[src/rtl/hazard_ctrl_pkg.sv]
// Shared types and defaults for the pipeline hazard controller.
package hazard_ctrl_pkg;

   localparam int unsigned CNT_W            = 8;
   localparam int unsigned PERF_W           = 32;
   localparam int unsigned TIMEOUT_DEF      = 255;
   localparam int unsigned DRAIN_CYCLES_DEF = 4;

   typedef enum logic [1:0] {
      ST_RUN      = 2'd0,
      ST_MEM_WAIT = 2'd1,
      ST_DRAIN    = 2'd2,
      ST_HALTED   = 2'd3
   } hz_state_e;

endpackage

[src/rtl/hazard_ctrl_perf_cnt.sv]
// Wrapping performance counters for load-use stalls, taken-branch flushes and frozen cycles.
module hazard_perf_cnt
   import hazard_ctrl_pkg::*;
(
   input  logic              cpu_clk,
   input  logic              cpu_rst_n,
   input  logic              lu_evt,
   input  logic              br_evt,
   input  logic              wait_evt,
   output logic [PERF_W-1:0] perf_lu_cnt,
   output logic [PERF_W-1:0] perf_br_cnt,
   output logic [PERF_W-1:0] perf_wait_cnt
);

   always_ff @(posedge cpu_clk) begin
      if (!cpu_rst_n) begin
         perf_lu_cnt   <= '0;
         perf_br_cnt   <= '0;
         perf_wait_cnt <= '0;
      end else begin
         if (lu_evt)   perf_lu_cnt   <= perf_lu_cnt + PERF_W'(1);
         if (br_evt)   perf_br_cnt   <= perf_br_cnt + PERF_W'(1);
         if (wait_evt) perf_wait_cnt <= perf_wait_cnt + PERF_W'(1);
      end
   end

endmodule

[src/rtl/hazard_ctrl.sv]
// Pipeline stall/flush/halt sequencer with data-memory wait timeout.
// Perf counters are built only when HAZARD_CTRL_PERF_CNT_EN is defined.
//
// state       | meaning
// ST_RUN      | normal issue; resolves load-use, branch, halt request, memory freeze
// ST_MEM_WAIT | pipeline frozen until dmem_ack or timeout
// ST_DRAIN    | PC held, bubbles injected until the back end is empty
// ST_HALTED   | drained; halt_ack high until halt_req drops
module hazard_ctrl
   import hazard_ctrl_pkg::*;
#(
   parameter int unsigned TIMEOUT      = TIMEOUT_DEF,
   parameter int unsigned DRAIN_CYCLES = DRAIN_CYCLES_DEF
) (
   input  logic              cpu_clk,
   input  logic              cpu_rst_n,
   input  logic              load_use,
   input  logic              br_taken_ex,
   input  logic              dmem_req,
   input  logic              dmem_ack,
   input  logic              halt_req,
   output logic              pc_stall,
   output logic              ifid_stall,
   output logic              idex_stall,
   output logic              exmem_stall,
   output logic              ifid_flush,
   output logic              idex_flush,
   output logic              memwb_flush,
   output logic              halt_ack,
   output logic              mem_abort,
   output logic              bus_err,
   output logic [PERF_W-1:0] perf_lu_cnt,
   output logic [PERF_W-1:0] perf_br_cnt,
   output logic [PERF_W-1:0] perf_wait_cnt
);

   localparam int unsigned DRAIN_W = (DRAIN_CYCLES > 1) ? $clog2(DRAIN_CYCLES) : 1;
   localparam logic [CNT_W-1:0]   WAIT_LOAD  = CNT_W'(TIMEOUT - 1);
   localparam logic [DRAIN_W-1:0] DRAIN_LOAD = DRAIN_W'(DRAIN_CYCLES - 1);

   hz_state_e          state_q, state_d;
   logic [CNT_W-1:0]   wait_q, wait_d;
   logic [DRAIN_W-1:0] drain_q, drain_d;
   logic               bus_err_q;
   logic               freeze;

   assign freeze  = dmem_req & ~dmem_ack;
   assign bus_err = bus_err_q;

   always_ff @(posedge cpu_clk) begin
      if (!cpu_rst_n) begin
         state_q   <= ST_RUN;
         wait_q    <= '0;
         drain_q   <= '0;
         bus_err_q <= 1'b0;
      end else begin
         state_q   <= state_d;
         wait_q    <= wait_d;
         drain_q   <= drain_d;
         bus_err_q <= bus_err_q | mem_abort;
      end
   end

   always_comb begin
      state_d     = state_q;
      wait_d      = wait_q;
      drain_d     = drain_q;
      pc_stall    = 1'b0;
      ifid_stall  = 1'b0;
      idex_stall  = 1'b0;
      exmem_stall = 1'b0;
      ifid_flush  = 1'b0;
      idex_flush  = 1'b0;
      memwb_flush = 1'b0;
      halt_ack    = 1'b0;
      mem_abort   = 1'b0;

      case (state_q)
         ST_RUN: begin
            if (freeze) begin
               {pc_stall, ifid_stall, idex_stall, exmem_stall, memwb_flush} = '1;
               state_d = ST_MEM_WAIT;
               wait_d  = WAIT_LOAD;
            end else if (br_taken_ex) begin
               ifid_flush = 1'b1;
               idex_flush = 1'b1;
            end else begin
               if (load_use) begin
                  pc_stall   = 1'b1;
                  ifid_stall = 1'b1;
                  idex_flush = 1'b1;
               end
               if (halt_req) begin
                  state_d = ST_DRAIN;
                  drain_d = DRAIN_LOAD;
               end
            end
         end
         ST_MEM_WAIT: begin
            // an ack on the terminal cycle wins over the timeout
            if (dmem_ack) begin
               state_d = ST_RUN;
            end else begin
               {pc_stall, ifid_stall, idex_stall, exmem_stall, memwb_flush} = '1;
               if (wait_q == '0) begin
                  mem_abort = 1'b1;
                  state_d   = ST_RUN;
               end else begin
                  wait_d = wait_q - CNT_W'(1);
               end
            end
         end
         ST_DRAIN: begin
            if (freeze) begin
               {pc_stall, ifid_stall, idex_stall, exmem_stall, memwb_flush} = '1;
            end else if (br_taken_ex) begin
               // PC released so the redirect lands; drain restarts behind it
               ifid_flush = 1'b1;
               idex_flush = 1'b1;
               drain_d    = DRAIN_LOAD;
            end else begin
               pc_stall   = 1'b1;
               ifid_flush = 1'b1;
               if (drain_q == '0) state_d = ST_HALTED;
               else               drain_d = drain_q - DRAIN_W'(1);
            end
         end
         ST_HALTED: begin
            pc_stall   = 1'b1;
            ifid_flush = 1'b1;
            halt_ack   = 1'b1;
            if (!halt_req) state_d = ST_RUN;
         end
         default: state_d = ST_RUN;
      endcase

      if (!cpu_rst_n) begin
         {pc_stall, ifid_stall, idex_stall, exmem_stall} = '0;
         {ifid_flush, idex_flush, memwb_flush}           = '0;
         halt_ack  = 1'b0;
         mem_abort = 1'b0;
      end
   end

`ifdef HAZARD_CTRL_PERF_CNT_EN
   logic lu_evt, br_evt, wait_evt;

   // only a load-use stall holds IF/ID without EX/MEM; only a taken branch flushes both
   assign lu_evt   = ifid_stall & ~exmem_stall;
   assign br_evt   = ifid_flush & idex_flush;
   assign wait_evt = exmem_stall;

   hazard_perf_cnt u_perf_cnt (
      .cpu_clk       (cpu_clk),
      .cpu_rst_n     (cpu_rst_n),
      .lu_evt        (lu_evt),
      .br_evt        (br_evt),
      .wait_evt      (wait_evt),
      .perf_lu_cnt   (perf_lu_cnt),
      .perf_br_cnt   (perf_br_cnt),
      .perf_wait_cnt (perf_wait_cnt)
   );
`else
   assign perf_lu_cnt   = '0;
   assign perf_br_cnt   = '0;
   assign perf_wait_cnt = '0;
`endif

endmodule

[config.mk]
export PLATFORM = sky130hd
export DESIGN_NAME = hazard_ctrl
export DESIGN_NICKNAME = d
export VERILOG_FILES = /design/src/rtl/hazard_ctrl_pkg.sv /design/src/rtl/hazard_ctrl_perf_cnt.sv /design/src/rtl/hazard_ctrl.sv
export SDC_FILE = /design/constraint.sdc
export NUM_CORES = 1
export LEC_CHECK = 0
export ABC_AREA = 1
export CAP_MARGIN = 20
export CELL_PAD_IN_SITES_DETAIL_PLACEMENT = 0
export CELL_PAD_IN_SITES_GLOBAL_PLACEMENT = 1
export CORE_ASPECT_RATIO = 1.25
export CORE_UTILIZATION = 23
export DETAILED_ROUTE_END_ITERATION = 7
export PLACE_DENSITY = 0.85
export SLEW_MARGIN = 15
export SYNTH_ARGS = -nofsm -noshare
export SYNTH_HDL_FRONTEND = slang
export SYNTH_SLANG_ARGS = --single-unit
[constraint.sdc]
create_clock -name cpu_clk -period 1.3 [get_ports cpu_clk]
set_input_delay 0.26 -clock cpu_clk [delete_from_list [all_inputs] [get_ports cpu_clk]]
set_output_delay 0.26 -clock cpu_clk [all_outputs]
set_load 0.05 [all_outputs]
==> run_results.csv <==
group,metric,value,unit
outcome,status,"complete, but fails checks",
outcome,violations,"negative setup slack",
global_route,antenna_found_initial,0,
placed_design,placed_cell_area,0.00199,mm^2
power,total_power,4930,uW
finish,areaGrowthSynthToFinish,38.5,%
power,ir_worst_vdd,0.688,mV
finish,num_antenna_cells,0,
synthesis,yosysTopAreaCell,"buf_4",
clock_network,cts_root_buf,"clkbuf_8",
critical_path,r2r_end,"wait_q[4]$_SDFFE_PN0P_",
synthesis,ys.flop_type,"dfxtp_1",
synthesis,ys_warn_count,0,
critical_path,r2r_setup_slack,-0.24,ns
critical_path,crit_family,"buffers and inverters",
global_route,grt_max_degree,10,
placed_design,gp_congestion,0.806,
die,fp.dieW,78.3,um
die,core-area,0.00698,mm^2
finish,final_nets,329,
synthesis,synth_edf_count,0,
clock_network,cts_hold_buf,0,
route,ant_nets,0,
sta,tns,-4.05,ns
clock_network,cts.sinks,13,
worst_hold_path,hp-class,"register to register",
power,p_leak,0.00116,uW
clock_network,htree_levels,1,
synthesis,ys_async_sr_fraction,0,%
sta,slew_viol_final,0,
route,first_pass_iters,4,
worst_hold_path,hp-start,"drain_q[0]$_SDFFE_PN0P_",
global_route,grt_pass1_vias,1255,
route,vias,1481,
clock_network,clkTransAtPathRegs,0.06,ns
sta,skew,0.00234,ns
die,start_util,24.0,%
placed_design,port_buffers,16,
sta,hold_viol,0,
finish,fin_area,0.00232,mm^2
synthesis,avgSynthCellArea,6.43,um^2
die,dieArea,0.00761,mm^2
clock_network,cts_buffer_depth,2,
route,routedWlPerCell,9.16,um
synthesis,synthCells,260,
placed_design,dp_cells,393,
die,fp.dieH,97.3,um
global_route,grt_first_pass_wirelength,5260,um
critical_path,critical_path_arrival,1.40,ns
synthesis,ys_ff_latch,13,
sta,layout_setup_ws,-0.361,ns
power,power_density,2130,mW/mm^2
synthesis,syn_area,0.00167,mm^2
sta,min_period,1.66,ns
synthesis,ys_seq_area_share,15.6,%
critical_path,crit-reg2reg-launch,"state_q[1]$_SDFFE_PN0P_",
clock_network,clk_latency,0.24,ns
sta,fmax,602,MHz
clock_network,cts_made_buffers,3,
critical_path,slowest_stage,"dfxtp_4",
critical_path,path_max_fanout,7,
worst_hold_path,holdPathStages,1,
synthesis,ys_types,23,
route,drt-initial-drc-count,45,
route,post-route-drc-count,0,
critical_path,worst_setup_path_end_kind,"primary output",
finish,drive_gt1_share,38.7,%
synthesis,synth_area_leaders,"buf_4 44%, dfxtp_1 16%, nand2_1 9.9%, nor2_1 6.3%, inv_1 5.6%",
critical_path,reg2reg_depth,10,
sta,setup_viol,18,
run,maxCapViolations,0,
global_route,overflow,0,
finish,fillCellCount,753,
finish,final-instance-count-excl-fill,408,
clock_network,cts_tree,"done",
route,routed_wirelength,3740,um
sta,rsz0062_at_grt,"true",
die,pin_count,113,
critical_path,slowest_delay,0.42,ns
critical_path,path_buf_inv,3,
die,rows,34,
worst_hold_path,holdPathEnd,"drain_q[0]$_SDFFE_PN0P_",
global_route,grt_usage,8.48,%
synthesis,synth_top_area_share,44.5,%
critical_path,cp.required,1.04,ns
critical_path,worstSetupPathType,"register to primary output",
sta,fin_crit_sh,128,%
critical_path,cp-start-kind,"register",
placed_design,place_hpwl,2600,um
route,viasPerCell,3.63,
critical_path,crit_chain,"buf_4 -> nor2_4 -> a311oi_1 -> buf_4 -> nor2_4 -> buf_6",
==> sequential cells by signal, summed over array words and instances, names as in the netlist <==
register	flops
wait_q	8
state_q	2
drain_q	2
bus_err	1
==> cells by family after synthesis <==
family	count (synthesis)	synth area share, %
AOI/OAI and AO/OA	22	7.11
adders and majority gates	3	2.25
buffers and inverters	126	50.7
DFF	13	15.6
other	1	0.224
and+or+nand+nor	95	24.2
==> how the worst max path moves through the flow <==
| stage | start | end | slack [ns] | depth (start not counted) |
|---|---|---|---|---|
| 5_1_grt | state_q[0]$_SDFFE_PN0P_ | idex_flush | -0.41 | 6 |
| 3_5_place_dp | dmem_ack | ifid_stall | -0.54 | 8 |
| 2_1_floorplan | state_q[1]$_SDFFE_PN0P_ | idex_flush | -0.12 | 6 |
| 4_1_cts | state_q[1]$_SDFFE_PN0P_ | idex_flush | -0.33 | 7 |
| 3_3_place_gp | dmem_ack | ifid_stall | -0.51 | 7 |
| 6_report | state_q[0]$_SDFFE_PN0P_ | ifid_stall | -0.36 | 6 |
==> stage by stage <==
| stage | hold slack (ns) | util [%] | worst slack (ns) |
|---|---|---|---|
| after floorplan | 0.403 | - | -0.122 |
| final | 0.426 | 33.2 | -0.361 |
| after detailed placement | 0.423 | 28.5 | -0.541 |
| after CTS | 0.429 | 30.6 | -0.332 |
| after global placement | 0.411 | 28.5 | -0.509 |
| after global routing | 0.435 | 33.2 | -0.407 |
==> layer usage <==
layer	global-route usage, %	wire length, um
met5	0	0
met4	1.57	32
met3	1.50	190
met2	17.4	2160
met1	8.61	1350
==> timing repair <==
item,in CTS,in global routing
gates cloned,0,0
pin swaps,17,12
setup buffers,5,7
setup endpoints to repair,21,21
resized for setup,34,39
==> synth_stat cells (all sizes together), types with 2 or more instances <==
cell type,number
buf,99
nand2,46
nor2,31
inv,26
dfxtp,13
a21oi,11
nand3,10
o21ai,9
ha,3
nor3,3
nand4,2
or2,2
==> where the power goes <==
part	internal [uW]	total, uW	switching [uW]
Combinational	1500	3840	2330
Sequential	568	719	150
Clock	217	375	158
Total	2290	4930	2640
==> final cells by class <==
type | count | area (um^2) | share of cell area, %
multi-input combinational | 216 | 1200 | 51.8
timing repair buffer | 59 | 584 | 25.2
sequential | 13 | 270 | 11.7
tap | 90 | 113 | 4.86
inverter | 26 | 105 | 4.54
clock buffer | 4 | 45.0 | 1.94
==> cells in the final DEF, fill, tap and decap left out, types with 2 or more instances in the layout <==
cell type | Yosys | routed
conb_1 | 1 | 96
buf_4 | 99 | 40
nand2_1 | 44 | 33
nor2_1 | 28 | 14
inv_1 | 25 | 13
nor2_4 | 0 | 12
inv_2 | 0 | 11
dfxtp_1 | 13 | 9
buf_12 | 0 | 9
nand3_1 | 10 | 8
nand2_2 | 1 | 7
a21oi_2 | 0 | 6
nor2_2 | 3 | 5
a21oi_1 | 11 | 5
nand2_4 | 1 | 4
buf_6 | 0 | 4
nor3_4 | 0 | 3
o21ai_1 | 1 | 3
o21ai_2 | 1 | 3
o21ai_0 | 7 | 3
clkbuf_8 | 0 | 3
nand2_8 | 0 | 2
or2_2 | 2 | 2
nand4_1 | 2 | 2
ha_4 | 0 | 2
dfxtp_2 | 0 | 2
clkdlybuf4s15_1 | 0 | 2
dlygate4sd2_1 | 0 | 2
dfxtp_4 | 0 | 2
Note: power is estimated with default switching activity, not from simulation.
